===== src/rtl/uart_pkg.sv =====
// rtl/uart_pkg.sv - shared UART types, constants and bit-timing helper.
package uart_pkg;

  localparam int UART_DATA_W = 8;

  typedef enum logic [2:0] {
    IDLE,
    START,
    DATA,
    STOP,
    BREAK
  } rx_state_t;

  function automatic int uart_cycles_per_bit(input int clock_freq, input int baud_rate);
    return clock_freq / baud_rate;
  endfunction

endpackage


===== src/rtl/sync_fifo.sv =====
// rtl/sync_fifo.sv - synchronous circular FIFO with registered head output.
module sync_fifo #(
  parameter int WIDTH = 8,
  parameter int DEPTH = 8
) (
  input  logic                     clk,
  input  logic                     rst_n,
  input  logic                     push,
  input  logic [WIDTH-1:0]         push_data,
  input  logic                     pop,
  output logic [WIDTH-1:0]         head,
  output logic                     not_empty,
  output logic                     full,
  output logic [$clog2(DEPTH):0]   count
);

  localparam int AW = $clog2(DEPTH);

  logic [WIDTH-1:0] mem [DEPTH];
  logic [AW:0]      wr_ptr;
  logic [AW:0]      rd_ptr;
  logic [AW:0]      wr_next;
  logic [AW:0]      rd_next;
  logic             empty;
  logic             push_ok;
  logic             pop_ok;
  logic [WIDTH-1:0] head_d;

  assign empty     = (wr_ptr == rd_ptr);
  assign full      = (wr_ptr[AW-1:0] == rd_ptr[AW-1:0]) && (wr_ptr[AW] != rd_ptr[AW]);
  assign not_empty = !empty;
  assign count     = wr_ptr - rd_ptr;

  // A pop frees the slot the incoming byte needs, so a full FIFO still accepts it.
  assign pop_ok  = pop && !empty;
  assign push_ok = push && (!full || pop_ok);
  assign wr_next = wr_ptr + (AW+1)'(push_ok);
  assign rd_next = rd_ptr + (AW+1)'(pop_ok);

  // Head is registered, so look ahead to what the head will be after this edge.
  always_comb begin
    head_d = '0;
    if (wr_next != rd_next) begin
      if (push_ok && (wr_ptr[AW-1:0] == rd_next[AW-1:0])) begin
        head_d = push_data;
      end else begin
        head_d = mem[rd_next[AW-1:0]];
      end
    end
  end

  always_ff @(posedge clk) begin
    if (push_ok) begin
      mem[wr_ptr[AW-1:0]] <= push_data;
    end
  end

  always_ff @(posedge clk or negedge rst_n) begin
    if (!rst_n) begin
      wr_ptr <= '0;
      rd_ptr <= '0;
      head   <= '0;
    end else begin
      wr_ptr <= wr_next;
      rd_ptr <= rd_next;
      head   <= head_d;
    end
  end

endmodule


===== src/rtl/uart_rx_fifo.sv =====
// rtl/uart_rx_fifo.sv - 8N1 UART receiver feeding a byte FIFO with sticky error flags.
module uart_rx_fifo
  import uart_pkg::*;
#(
  parameter int CLOCK_FREQ = 50_000_000,
  parameter int BAUD_RATE  = 1_000_000,
  parameter int FIFO_DEPTH = 8
) (
  input  logic                         clk,
  input  logic                         rst_n,
  input  logic                         serial_in,
  output logic [UART_DATA_W-1:0]       data_out,
  output logic                         data_out_valid,
  input  logic                         data_out_ready,
  output logic [$clog2(FIFO_DEPTH):0]  fifo_count,
  output logic                         overrun,
  output logic                         framing_err,
  input  logic                         err_clr
);

  localparam int N     = uart_cycles_per_bit(CLOCK_FREQ, BAUD_RATE);
  localparam int H     = N / 2;
  localparam int CNT_W = (N > 1) ? $clog2(N) : 1;
  localparam logic [CNT_W-1:0] N_LAST = CNT_W'(N - 1);
  localparam logic [CNT_W-1:0] H_LAST = CNT_W'(H - 1);

  logic [1:0]             sync_q;
  logic                   rx_s;
  rx_state_t              state;
  rx_state_t              state_next;
  logic [CNT_W-1:0]       cnt;
  logic [2:0]             bit_cnt;
  logic [UART_DATA_W-1:0] shift_q;
  logic                   cnt_clr;
  logic                   shift_en;
  logic                   push;
  logic                   ferr_set;
  logic                   fifo_full;
  logic                   pop;
  logic                   ovr_set;

  always_ff @(posedge clk or negedge rst_n) begin
    if (!rst_n) begin
      sync_q <= 2'b11;
    end else begin
      sync_q <= {sync_q[0], serial_in};
    end
  end

  assign rx_s = sync_q[1];

  always_ff @(posedge clk or negedge rst_n) begin
    if (!rst_n) begin
      state <= IDLE;
    end else begin
      state <= state_next;
    end
  end

  always_comb begin
    state_next = state;
    cnt_clr    = 1'b0;
    shift_en   = 1'b0;
    push       = 1'b0;
    ferr_set   = 1'b0;
    case (state)
      IDLE: begin
        if (!rx_s) begin
          cnt_clr    = 1'b1;
          state_next = START;
        end
      end
      START: begin
        if (cnt == H_LAST) begin
          cnt_clr    = 1'b1;
          state_next = rx_s ? IDLE : DATA;
        end
      end
      DATA: begin
        if (cnt == N_LAST) begin
          cnt_clr  = 1'b1;
          shift_en = 1'b1;
          if (bit_cnt == 3'd7) begin
            state_next = STOP;
          end
        end
      end
      STOP: begin
        if (cnt == N_LAST) begin
          cnt_clr = 1'b1;
          if (rx_s) begin
            push       = 1'b1;
            state_next = IDLE;
          end else begin
            ferr_set   = 1'b1;
            state_next = BREAK;
          end
        end
      end
      BREAK: begin
        if (rx_s) begin
          state_next = IDLE;
        end
      end
      default: state_next = IDLE;
    endcase
  end

  always_ff @(posedge clk or negedge rst_n) begin
    if (!rst_n) begin
      cnt     <= '0;
      bit_cnt <= '0;
      shift_q <= '0;
    end else begin
      cnt <= cnt_clr ? '0 : cnt + 1'b1;
      if (state == IDLE) begin
        bit_cnt <= '0;
      end else if (shift_en) begin
        bit_cnt <= bit_cnt + 1'b1;
      end
      if (shift_en) begin
        shift_q <= {rx_s, shift_q[UART_DATA_W-1:1]};
      end
    end
  end

  assign pop     = data_out_valid && data_out_ready;
  assign ovr_set = push && fifo_full && !pop;

  // Set has priority over a simultaneous clear so no error event is lost.
  always_ff @(posedge clk or negedge rst_n) begin
    if (!rst_n) begin
      overrun     <= 1'b0;
      framing_err <= 1'b0;
    end else begin
      if (ovr_set) begin
        overrun <= 1'b1;
      end else if (err_clr) begin
        overrun <= 1'b0;
      end
      if (ferr_set) begin
        framing_err <= 1'b1;
      end else if (err_clr) begin
        framing_err <= 1'b0;
      end
    end
  end

  sync_fifo #(
    .WIDTH (UART_DATA_W),
    .DEPTH (FIFO_DEPTH)
  ) u_fifo (
    .clk       (clk),
    .rst_n     (rst_n),
    .push      (push),
    .push_data (shift_q),
    .pop       (pop),
    .head      (data_out),
    .not_empty (data_out_valid),
    .full      (fifo_full),
    .count     (fifo_count)
  );

endmodule


===== config.mk =====
export PLATFORM = sky130hd
export DESIGN_NAME = uart_rx_fifo
export DESIGN_NICKNAME = d
export VERILOG_FILES = /design/src/rtl/uart_pkg.sv /design/src/rtl/sync_fifo.sv /design/src/rtl/uart_rx_fifo.sv
export SDC_FILE = /design/constraint.sdc
export NUM_CORES = 1
export LEC_CHECK = 0
export CORE_ASPECT_RATIO = 0.6
export CORE_MARGIN = 2
export CORE_UTILIZATION = 64
export DETAILED_ROUTE_END_ITERATION = 8
export GPL_ROUTABILITY_DRIVEN = 0
export GPL_TIMING_DRIVEN = 0
export MAX_ROUTING_LAYER = met4
export PLACE_DENSITY = 0.84
export SLEW_MARGIN = 25
export SYNTH_ARGS = -nofsm -noshare
export SYNTH_HDL_FRONTEND = slang
export SYNTH_SLANG_ARGS = --single-unit

===== constraint.sdc =====
create_clock -name clk -period 7 [get_ports clk]
set_input_delay 0.7 -clock clk [delete_from_list [all_inputs] [get_ports clk]]
set_output_delay 0.7 -clock clk [all_outputs]
set_load 0.1 [all_outputs]

Yosys cells after proc, flatten, opt, wreduce, memory -nomap -nowiden
Memory sizes are Yosys's and may differ from the RTL's.
Index checks and enable logic that the tools add are counted.
{ "totals": {"reg_bits": 40, "ram_bits": 64, "elab_cells": 80, "n_memories": 1} }
{ "op_classes": {"add_sub_neg": 5, "n_eq_ne": 18, "n_mux": 29, "reduce_logical": 17} }
{ "mem_list": {"columns": ["memory", "depth", "width", "rd", "rd_ports_with_merged_regs", "write_ports", "line_no", "source"], "rows": [
  ["u_fifo.mem", 8, 8, 1, 0, 1, "sync_fifo.sv:19", "logic [WIDTH-1:0] mem [DEPTH];"]
]} }
{ "ops": {"columns": ["op", "count"], "rows": [
  ["$mux W3", 9],
  ["$mux W8", 2],
  ["$pmux W3 S5", 1],
  ["$mux W1", 14],
  ["$ne A2 B2 Y1 const B", 6],
  ["$add A4 B1 Y4", 2],
  ["$logic_and A1 B1 Y1", 7],
  ["$add A6 B1 Y6 const B", 1],
  ["$eq A3 B2 Y1 const B", 2],
  ["$eq A3 B3 Y1", 2],
  ["$eq A3 B3 Y1 const B", 2],
  ["$eq A6 B5 Y1 const B", 1],
  ["$eq A6 B6 Y1 const B", 1],
  ["$mux W6", 1],
  ["$reduce_and A6 Y1", 1],
  ["$reduce_bool A2 Y1", 3],
  ["$eq A4 B4 Y1", 1],
  ["$ne A4 B4 Y1", 1],
  ["$sub A4 B4 Y4", 1],
  ["$add A3 B1 Y3 const B", 1],
  ["$eq A3 B1 Y1 const B", 1],
  ["$logic_not A1 Y1", 3],
  ["$logic_not A3 Y1", 1],
  ["$pmux W1 S3", 1],
  ["4 further kinds", 4]
]} }

Longest topological paths before layout
Gate-level depths: netlist of run 1.
{ "logic_depth": {"word_depth": 9, "depth_mapped": 15} }

Hierarchy
A second synthesis of run 1 with hierarchy kept.
{ "hier_totals": {"hier_cells": 306, "area_unflattened_um2": 4700.8} }
{ "modules_own_cells": {"columns": ["module", "n_inst", "cells_each", "area_per_inst_um2"], "rows": [
  ["sync_fifo", 1, 206, 3560.9],
  ["uart_rx_fifo", 1, 100, 1139.8]
]} }

Worst setup path after synthesis of run 1
No wires, ideal clock.
{ "synth_timing": {"path_kind": "reg2reg", "start": "register u_fifo.rd_ptr[2]", "end": "register u_fifo.head[1]", "setup_time_ns": 0.120, "arrival_ns": 3.840, "t_required_ns": 6.880, "setup_slack_ns": 3.039, "path_stages_with_launch": 15, "n_path_buf": 3, "period_less_slack_ns": 3.961, "path_cell_list": "dfrtp_1 > inv_1 > ha_1 > nand3_1 > nand2b_1 > and2_1 > ha_1 > ha_1 > clkbuf_1 > xnor2_1 > nand3_1 > or4b_1 > buf_2 > buf_6 > o211a_1"} }
{ "synth_via": {"elab_chain_cells": 9, "word_cells_on_any_way": 17, "classes_between": "2 x add/sub; 4 x eq/ne; 2 x mux; 8 x reduce/logical; 1 x memory"} }
{ "synth_lines": {"columns": ["element", "line_no", "source"], "rows": [
  ["start, declared", "sync_fifo.sv:21", "logic [AW:0] rd_ptr;"],
  ["start signal, assigned", "sync_fifo.sv:65", "rd_ptr <= rd_next;"],
  ["$eq A4 B4 Y1 *", "sync_fifo.sv:29", "assign empty = (wr_ptr == rd_ptr);"],
  ["$logic_not A1 Y1 *", "sync_fifo.sv:31", "assign not_empty = !empty;"],
  ["named net data_out_valid", "uart_rx_fifo.sv:13", "output logic data_out_valid,"],
  ["$logic_and A1 B1 Y1", "uart_rx_fifo.sv:127", "assign pop = data_out_valid && data_out_ready;"],
  ["$logic_and A1 B1 Y1 *", "sync_fifo.sv:35", "assign pop_ok = pop && !empty;"],
  ["$add A4 B1 Y4 *", "sync_fifo.sv:38", "assign rd_next = rd_ptr + (AW+1)'(pop_ok);"],
  ["named net u_fifo.rd_next[1]", "sync_fifo.sv:23", "logic [AW:0] rd_next;"],
  ["branches (longest 3 deep; another with $mem_v2 Z8 W8)", null, null],
  ["$mux W8 *", "sync_fifo.sv:43", "if (wr_next != rd_next) begin"],
  ["named net u_fifo.head_d[1]", "sync_fifo.sv:27", "logic [WIDTH-1:0] head_d;"],
  ["end signal, assigned", "sync_fifo.sv:62", "head <= '0;"],
  ["end signal, assigned", "sync_fifo.sv:66", "head <= head_d;"],
  ["end, declared", "sync_fifo.sv:11", "output logic [WIDTH-1:0] head,"]
]} }
Mark *: on every way through the listed nets, which the timed path passes.
A chain may end at the register's enable or synchronous reset.

Final worst setup path of run 1
{ "layout_timing": {"start": "register u_fifo.wr_ptr[1]", "end": "output port fifo_count[2]"} }
{ "layout_via": {"elab_chain_cells": 1} }
{ "layout_lines": {"columns": ["element", "line_no", "source"], "rows": [
  ["start, declared", "sync_fifo.sv:20", "logic [AW:0] wr_ptr;"],
  ["start signal, assigned", "sync_fifo.sv:64", "wr_ptr <= wr_next;"],
  ["$sub A4 B4 Y4", "sync_fifo.sv:32", "assign count = wr_ptr - rd_ptr;"],
  ["end, declared", "uart_rx_fifo.sv:15", "output logic [$clog2(FIFO_DEPTH):0] fifo_count,"]
]} }
No other way between the ends.

==> results.py, run 1 <==
metrics = {
    "status": {
        "status": "complete, no violations",
    },
    "sta": {
        "final-setup-viol-count": 0,
        "worst_hold_slack_ns": 0.255,
        "finalCritPeriodShare": 0.531,
        "hold_viol": 0,
        "clock-skew-final_ns": 0.00602,
        "slew_headroom": 0.340,
        "slew_violations": 0,
        "worst_pin_slew_ns": 0.988,
        "tns_ns": 0,
        "period_minus_slack_ns": 3.72,
        "max_freq_mhz": 269,
        "rsz0062_at_grt": "false",
    },
    "floorplan": {
        "ios": 20,
        "dieArea_sq_mm": 0.00761,
        "core-area_sq_mm": 0.00668,
        "dieHeight_um": 68.4,
        "start_util": 0.662,
        "fp-row-count": 23,
        "die_w_um": 111,
    },
    "layout": {
        "drive_above_1_share": 0.165,
        "final_core_util": 0.757,
        "nets": 329,
        "multiInputGateArea_sq_mm": 0.00140,
        "seq_area_sq_mm": 0.00293,
        "num-fill-cells": 387,
        "areaGrowthSynthToFinish_pct": 14.4,
        "diodes": 0,
    },
    "setup_path": {
        "path_max_fanout": 7,
        "worstPathRequired_ns": 6.30,
        "end_kind": "primary output",
        "arrival_ns": 3.02,
        "criticalPathCategory": "reg2out",
        "path_cells": "clkbuf_1 -> inv_1 -> fa_1 -> xnor2_1 -> clkdlybuf4s50_1",
        "max_stage_delay_ns": 1.15,
        "cp_slowest_cell": "clkdlybuf4s50_1",
        "worst-path-buf-inv": 3,
        "worst_setup_path_start_kind": "flip-flop",
        "critical_path.top_delay_family": "buffers and inverters",
    },
    "grt": {
        "grt_usage": 0.252,
        "grt_pass1_wl_um": 13100,
        "grt_max_degree": 28,
        "overflow": 0,
        "grt_pass1_vias": 2362,
        "antenna_found_initial": 0,
    },
    "route": {
        "routed_wl_um": 8410,
        "drc": 0,
        "wl_per_cell_um": 20.9,
        "drt_pass1_iterations": 4,
        "ant_nets": 0,
        "vias": 2476,
        "drt-initial-drc-count": 252,
        "vias_per_cell": 6.14,
    },
    "worst_hold_path": {
        "worstHoldPathType": "in2async",
    },
    "power_and_ir_drop": {
        "p_leak_uw": 0.00216,
        "clockPowerShare": 0.266,
        "power_switching_uw": 679,
        "p_comb_frac": 0.370,
        "netSwitchingFraction": 0.351,
        "p_int_uw": 1250,
        "ir_drop_mv": 0.567,
        "seqPwrFrac": 0.364,
        "power_density_mw_per_mm2": 382,
    },
    "clocking": {
        "ctsResizeCount": 0,
        "clkTransAtPathRegs_ns": 0.06,
        "insertion_delay_ns": 0.34,
        "htreeDepth": 3,
        "clockRootBuffer": "clkbuf_16",
        "cts_made_buffers": 9,
        "cts_tree": "built",
        "cts_hold_buf": 0,
        "cts_sinks": 104,
        "post_cts_buffers": 0,
        "clockBufferDepth": 2,
    },
    "job": {
        "drv_cap": 0,
    },
    "yosys": {
        "syn-instance-count": 280,
        "synth_top_cell_by_area": "edfxtp_1",
        "synth_edf_count": 64,
        "yosysTopAreaCellShare": 0.435,
        "yosys-top-cells-area": "edfxtp_1 43%, dfrtp_1 22%, mux4_2 8.2%",
        "synth_seq_cells": 104,
        "postSynth.asyncResetShare": 0.385,
        "yosysMostFrequentCell": "edfxtp_1",
        "synth_top_flop_cell": "edfxtp_1",
        "ys_seq_area_frac": 0.662,
        "synth.avg_cell_area_sq_um": 15.8,
        "yosysWarnings": 0,
        "syn_nets": 298,
        "synth_cell_type_count": 42,
        "synth_commonest_cells": "64 x edfxtp_1, 38 x dfrtp_1, 17 x nand2_1, 17 x nor2_1, 16 x mux4_2",
        "syn_area_sq_mm": 0.00442,
    },
    "placement": {
        "dpl.hpwl_um": 5660,
        "io_buffers": 19,
    },
}
-- per-stage QoR --
step / std cells / setup slack, ns / total power (uW) / cell area [sq um]
2_1_floorplan: 280 / 3.04 / 1260 / 4420
3_3_place_gp: 386 / 3.37 / 1400 / 4720
3_5_place_dp: 387 / 3.36 / 1420 / 4740
4_1_cts: 403 / 3.31 / 1940 / 5060
5_1_grt: 403 / 3.12 / 2010 / 5060
6_report: 403 / 3.28 / 1930 / 5060
-- worst paths after layout --
| kind | to | from | slack (ns) | cells after the start |
|---|---|---|---|---|
| min | bit_cnt[0]$_DFFE_PN0P_ | rst_n | 0.26 | 1 |
| max in group asynchronous | u_fifo.head[4]$_DFF_PN0_ | rst_n | 6.28 | 2 |
| max | fifo_count[2] | u_fifo.wr_ptr[1]$_DFF_PN0_ | 3.28 | 5 |
| min reg2reg | sync_q[1]$_DFF_PN1_ | sync_q[0]$_DFF_PN1_ | 0.36 | 0 |
| min in group clk | sync_q[1]$_DFF_PN1_ | sync_q[0]$_DFF_PN1_ | 0.36 | 0 |
| max reg2reg | u_fifo.head[0]$_DFF_PN0_ | u_fifo.rd_ptr[2]$_DFF_PN0_ | 3.32 | 13 |
-- sequential cells by signal, summed over array words and instances (netlist names) --
name           cells
u_fifo.mem        64
shift_q            8
u_fifo.head        8
cnt                6
u_fifo.rd_ptr      4
u_fifo.wr_ptr      4
bit_cnt            3
state              3
sync_q             2
framing_err        1
overrun            1
-- power by group through the flow --
stage | combinational, uW | clock, uW | sequential [uW]
finish | 715 | 514 | 703
detailed placement | 703 | 0 | 716
CTS | 717 | 521 | 703
global placement | 691 | 0 | 713
global route | 758 | 550 | 707
floorplan | 536 | 0 | 728
-- cell usage in the layout (no fill, tap or decap), drive strengths merged, types with 8 or more instances in the layout --
master	count
clkbuf	22
clkdlybuf4s50	18
dfrtp	38
edfxtp	64
ha	12
inv	13
mux2	8
mux2i	8
mux4	16
nand2	17
nand3	14
nor2	17
o211a	8
xnor2	9
xor2	8
-- metal layers --
metal	track usage	part of all wire	up-vias	routed length, um
li1	-	-	1105	-
met1	0.355	0.46	1243	3890
met2	0.359	0.45	119	3800
met3	0.0850	0.077	9	649
met4	0.0694	0.0094	0	79
met5	-	0	-	0
-- area by class of cell --
type | instances | area share
buffer | 13 | 0.0121
clock buffer | 13 | 0.0537
inverter | 13 | 0.00965
clock inverter | 3 | 0.00792
tap | 87 | 0.0215
timing repair buffer | 20 | 0.0406
multi-input combinational | 150 | 0.276
sequential | 104 | 0.579
-- cells by family after synthesis --
| group | after synthesis | synth area share |
|---|---|---|
| compound gates | 21 | 0.0388 |
| xor+xnor | 18 | 0.0405 |
| fa+ha+maj | 13 | 0.0385 |
| buf+inv | 26 | 0.0249 |
| flops | 104 | 0.662 |
| mux | 32 | 0.120 |
| simple gates | 66 | 0.0756 |
Power figures use the tool's default switching activity.
==> inputs of run 2 (changes only) <==
CORE_UTILIZATION = 54   (was 64)
PLACE_DENSITY = 0.75   (was 0.84)
clock period = 3.04 ns   (was 7 ns; I/O delays follow)
==> results.py, run 2 (synthesis gave the netlist of run 1 again) <==
metrics = {
    "status": {
        "status": "complete, no violations",
    },
    "layout": {
        "layout_commonest_cell": "edfxtp_1",
        "nets": 337,
        "drive_above_1_share": 0.256,
        "areaGrowthSynthToFinish_pct": 20.1,
        "diodes": 0,
        "stdcell_area_sq_mm": 0.00531,
        "num-fill-cells": 542,
        "layout_common_cells": "64 x edfxtp_1, 36 x dfrtp_1, 17 x nand2_1, 17 x nor2_1, 16 x mux4_2",
        "largest_reg_flops": 64,
        "final_core_util": 0.671,
    },
    "route": {
        "ant_nets": 0,
        "drt-initial-drc-count": 153,
        "wl_per_cell_um": 19.2,
        "routed_wl_um": 8280,
        "vias_per_cell": 5.63,
        "vias": 2434,
        "drc": 0,
        "drt_pass1_iterations": 4,
    },
    "setup_path": {
        "worstPathRequired_ns": 3.27,
        "rrSetupSlack_ns": 0.02,
        "arrival_ns": 3.25,
        "worst_setup_path_start_kind": "flip-flop",
        "path_max_fanout": 8,
        "rr_worst_depth": 11,
        "critical_path.top_delay_family": "simple AND/OR/NAND/NOR gates",
        "path_cells": "ha_4 -> nand3_2 -> or3_4 -> nor3b_4 -> ha_2 -> ha_2 -> xor2_1 -> xor2_1 -> or4_4 -> buf_8 -> o211a_1",
        "cp_slowest_cell": "or4_4",
        "criticalPathCategory": "reg2reg",
        "max_stage_delay_ns": 0.55,
        "crit-reg2reg-launch": "u_fifo.wr_ptr[2]$_DFF_PN0_",
        "worst-path-buf-inv": 1,
        "r2r-end": "u_fifo.head[1]$_DFF_PN0_",
        "end_kind": "flip-flop",
    },
    "power_and_ir_drop": {
        "p_comb_frac": 0.403,
        "p_total_uw": 4620,
        "ir_drop_mv": 0.558,
        "clockPowerShare": 0.249,
        "netSwitchingFraction": 0.355,
        "seqPwrFrac": 0.348,
        "power_switching_uw": 1640,
        "power_density_mw_per_mm2": 871,
        "p_leak_uw": 0.00223,
        "p_int_uw": 2980,
    },
    "clocking": {
        "htreeDepth": 3,
        "clkTransAtPathRegs_ns": 0.07,
        "clockRootBuffer": "clkbuf_16",
        "cts_sinks": 104,
        "cts_tree": "built",
        "cts_made_buffers": 9,
        "clockBufferDepth": 2,
        "insertion_delay_ns": 0.35,
    },
    "floorplan": {
        "fp-row-count": 25,
        "start_util": 0.559,
        "core-area_sq_mm": 0.00791,
        "ios": 20,
        "dieArea_sq_mm": 0.00895,
        "dieHeight_um": 74.1,
        "die_w_um": 121,
    },
    "sta": {
        "max_freq_mhz": 331,
        "clock-skew-final_ns": 0.00872,
        "final-setup-viol-count": 0,
        "hold_viol": 0,
        "worst_hold_slack_ns": 0.357,
        "period_minus_slack_ns": 3.02,
        "worst_pin_slew_ns": 0.978,
        "tns_ns": 0,
        "rsz0062_at_grt": "true",
        "slew_headroom": 0.346,
        "finalCritPeriodShare": 0.995,
        "slew_violations": 0,
    },
    "grt": {
        "grt_pass1_wl_um": 13600,
        "grt_usage": 0.218,
        "overflow": 0,
        "grt_pass1_vias": 2509,
        "antenna_found_initial": 0,
        "grt_max_degree": 28,
    },
    "worst_hold_path": {
        "min_from": "sync_q[0]$_DFF_PN1_",
        "worstHoldPathType": "reg2reg",
        "hold_path_depth": 0,
        "min_to": "sync_q[1]$_DFF_PN1_",
    },
    "job": {
        "drv_cap": 0,
    },
    "placement": {
        "dpl-instance-area_sq_mm": 0.00485,
        "io_buffers": 19,
        "dpl.hpwl_um": 5610,
    },
}
-- run 2: changes by cell type in the layout (fill, tap and decap cells not counted), moves of 3 or more --
cell	before	now
clkdlybuf4s50_1	18	15
buf_2	4	1
clkbuf_1	10	7
ha_1	12	5
ha_4	0	5
buf_4	0	9
-- run 2: worst max-delay path by stage --
stage                                    start                        to  slack, ns  depth (start not counted)
finish              u_fifo.wr_ptr[2]$_DFF_PN0_  u_fifo.head[1]$_DFF_PN0_       0.02                         11
global route        u_fifo.wr_ptr[2]$_DFF_PN0_  u_fifo.head[1]$_DFF_PN0_      -0.08                         11
CTS                 u_fifo.wr_ptr[2]$_DFF_PN0_  u_fifo.head[1]$_DFF_PN0_     -0.007                         11
detailed placement  u_fifo.rd_ptr[1]$_DFF_PN0_  u_fifo.head[1]$_DFF_PN0_      -0.28                         12
global placement    u_fifo.rd_ptr[1]$_DFF_PN0_  u_fifo.head[1]$_DFF_PN0_      -0.22                         12
floorplan           u_fifo.rd_ptr[1]$_DFF_PN0_  u_fifo.head[1]$_DFF_PN0_      -0.13                         14
-- run 2: timing repair --
action                                 4_1_cts  5_1_grt
setup buffers                                5        2
cloned                                       0        0
resized for setup                           14       12
pin swaps                                    2        7
endpoints found under the hold margin       11        0
hold buffers                                 1        0
setup endpoints to repair                   11       10
-- run 2: worst reg2reg max path: stages (launching register included) --
cell     delay [ns]
dfrtp_1        0.42
ha_4           0.30
nand3_2        0.08
or3_4          0.40
nor3b_4        0.17
ha_2           0.20
ha_2           0.17
xor2_1         0.17
xor2_1         0.17
or4_4          0.55
buf_8          0.15
o211a_1        0.13
-- run 2: cell type report --
class                           count  area [sq um]  area share
Sequential cell                   104          2930       0.552
Multi-Input combinational cell    150          1530       0.288
Timing Repair Buffer               28           265      0.0500
Clock buffer                       10           229      0.0431
Tap cell                          108           135      0.0255
Buffer                             13           105      0.0198
Clock inverter                      6          68.8      0.0130
Inverter                           13          48.8     0.00919
-- run 2: power by group through the flow --
stage / logic (uW) / registers (uW) / clock network [uW]
finish: 1860 / 1610 / 1150
global route: 2000 / 1620 / 1230
CTS: 1850 / 1610 / 1170
detailed placement: 1730 / 1660 / 0
global placement: 1690 / 1660 / 0
floorplan: 1320 / 1690 / 0
-- run 2: layer usage --
metal | GRT usage | vias up | wire, um
met5 | - | - | 0
met4 | 0.0517 | 0 | 85
met3 | 0.0736 | 12 | 458
met2 | 0.303 | 65 | 3640
met1 | 0.312 | 1230 | 4100
li1 | - | 1127 | -
-- run 2: metrics by stage --
stage          instances  setup slack (ns)
3_3_place_gp         407            -0.224
6_report             432            0.0156
3_5_place_dp         408            -0.276
2_1_floorplan        280            -0.131
5_1_grt              432           -0.0841
4_1_cts              430          -0.00681
==> inputs of run 3 (changes only) <==
==> constraint.sdc (replaced) <==
create_clock -name clk -period 3.04 [get_ports clk]
set_input_delay 0.608 -clock clk [delete_from_list [all_inputs] [get_ports clk]]
set_output_delay 0.608 -clock clk [all_outputs]
set_load 0.1 [all_outputs]
==> results.py, run 3 (synthesis gave the netlist of run 1 again) <==
metrics = {
    "status": {
        "status": "complete, no violations",
    },
    "clocking": {
        "htreeDepth": 3,
        "cts_made_buffers": 9,
        "clockRootBuffer": "clkbuf_16",
        "cts_tree": "built",
        "cts_sinks": 104,
        "clkTransAtPathRegs_ns": 0.07,
        "insertion_delay_ns": 0.34,
        "cts_hold_buf": 0,
        "clockBufferDepth": 2,
    },
    "sta": {
        "max_freq_mhz": 333,
        "rsz0062_at_grt": "true",
        "slew_headroom": 0.334,
        "hold_viol": 0,
        "clock-skew-final_ns": 0.00583,
        "worst_pin_slew_ns": 0.995,
        "finalCritPeriodShare": 0.986,
        "final-setup-viol-count": 0,
        "slew_violations": 0,
        "period_minus_slack_ns": 3.00,
    },
    "route": {
        "wl_per_cell_um": 19.4,
        "ant_nets": 0,
        "vias": 2432,
        "met1_length_um": 3770,
        "dr.max_layer_used": "met4",
        "vias_per_cell": 5.63,
        "drt_pass1_iterations": 4,
        "routed-wl-met2_um": 3680,
        "met3WireLength_um": 855,
        "drc": 0,
        "drt-initial-drc-count": 198,
        "routed_wl_um": 8370,
    },
    "grt": {
        "overflow": 0,
        "grt_max_degree": 28,
        "grt_pass1_wl_um": 13600,
        "grt_usage": 0.222,
        "grt_pass1_vias": 2487,
        "antenna_found_initial": 0,
    },
    "layout": {
        "seq_area_sq_mm": 0.00293,
        "areaGrowthSynthToFinish_pct": 20.5,
        "drive_above_1_share": 0.272,
        "layout_common_cells": "64 x edfxtp_1, 36 x dfrtp_1, 17 x nand2_1, 17 x nor2_1, 16 x mux4_2",
        "num-fill-cells": 523,
        "layoutNonFillerInstCount": 432,
        "nets": 337,
        "layout_commonest_cell": "edfxtp_1",
        "multiInputGateArea_sq_mm": 0.00154,
        "largest_reg_flops": 64,
        "diodes": 0,
        "final_core_util": 0.673,
    },
    "placement": {
        "io_buffers": 19,
        "dp_cells": 408,
        "dpl.hpwl_um": 5570,
    },
    "setup_path": {
        "worst-path-buf-inv": 0,
        "worstPathRequired_ns": 3.26,
        "crit-reg2reg-launch": "u_fifo.wr_ptr[1]$_DFF_PN0_",
        "rr_worst_depth": 10,
        "path_max_fanout": 8,
        "criticalPathCategory": "reg2reg",
        "worst_setup_path_start_kind": "flip-flop",
        "arrival_ns": 3.22,
        "cpMostUsedCell": "xor2_1",
        "rrSetupSlack_ns": 0.04,
        "critical_path.top_delay_family": "simple AND/OR/NAND/NOR gates",
        "cp_slowest_cell": "or4_4",
        "r2r-end": "u_fifo.head[2]$_DFF_PN0_",
        "path_cells": "ha_4 -> nand3_2 -> or3_4 -> nor3b_4 -> ha_2 -> ha_1 -> xor2_1 -> xor2_1 -> or4_4 -> o211a_1",
        "end_kind": "flip-flop",
        "max_stage_delay_ns": 0.52,
    },
    "floorplan": {
        "dieHeight_um": 74.1,
        "die_w_um": 121,
        "start_util": 0.559,
        "dieArea_sq_mm": 0.00895,
        "fp-row-count": 25,
        "core-area_sq_mm": 0.00791,
        "ios": 20,
    },
    "power_and_ir_drop": {
        "ir_drop_mv": 0.405,
        "p_leak_uw": 0.00225,
        "power_density_mw_per_mm2": 891,
    },
    "job": {
        "drv_cap": 0,
    },
    "worst_hold_path": {
        "worstHoldPathType": "in2async",
    },
}
run 3: how the worst max path moves through the flow:
stage,slack [ns],endpoint,cells past startpoint,startpoint
6_report,0.04,u_fifo.head[2]$_DFF_PN0_,10,u_fifo.wr_ptr[1]$_DFF_PN0_
4_1_cts,-0.02,u_fifo.head[7]$_DFF_PN0_,13,u_fifo.wr_ptr[1]$_DFF_PN0_
3_3_place_gp,-0.46,u_fifo.head[2]$_DFF_PN0_,10,data_out_ready
5_1_grt,-0.04,u_fifo.head[2]$_DFF_PN0_,10,u_fifo.wr_ptr[1]$_DFF_PN0_
3_5_place_dp,-0.47,u_fifo.head[2]$_DFF_PN0_,10,data_out_ready
2_1_floorplan,-0.17,u_fifo.head[1]$_DFF_PN0_,14,u_fifo.rd_ptr[2]$_DFF_PN0_
run 3: final cells by class:
type	count	area share
Inverter	13	0.00916
Clock inverter	4	0.00963
Sequential cell	104	0.550
Multi-Input combinational cell	150	0.289
Timing Repair Buffer	30	0.0507
Buffer	11	0.0164
Clock buffer	12	0.0503
Tap cell	108	0.0254
run 3: timing repair:
item | in CTS | in global routing
endpoints found under the setup margin | 12 | 11
gates resized for setup | 29 | 14
hold endpoints to repair | 0 | 0
pin swaps | 4 | 9
buffers inserted | 10 | 0
run 3: power by group:
group	switching, uW	leakage (uW)	internal (uW)	total (uW)
clock network	490	0.000154	711	1200
registers	50.0	0.00119	1560	1610
logic	1120	0.000903	816	1940
run 3: stage by stage:
stage          total power, uW  hold WS [ns]  area [sq um]  setup slack [ns]  setup TNS, ns
6_report                  4750         0.159          5330            0.0413              0
3_5_place_dp              3350         0.350          4830            -0.468          -3.78
2_1_floorplan             2990         0.312          4480            -0.174          -1.41
3_3_place_gp              3320         0.346          4800            -0.463          -7.12
4_1_cts                   4730         0.153          5300           -0.0152        -0.0285
5_1_grt                   4980         0.161          5330           -0.0408        -0.0826
run 3: layer usage:
layer / global-route usage / vias up
met3: 0.0606 / 8
met4: 0.0853 / 0
met5: - / -
met2: 0.304 / 107
li1: - / 1119
met1: 0.318 / 1198
run 3: worst reg2reg max path, delay by kind of cell (launching register included):
kind	cells	cell delay [ns]
DFF	1	0.43
adders and majority gates	3	0.67
xor gates and xnor gates	2	0.38
and+or+nand+nor	4	1.20
AOI/OAI and AO/OA	1	0.20
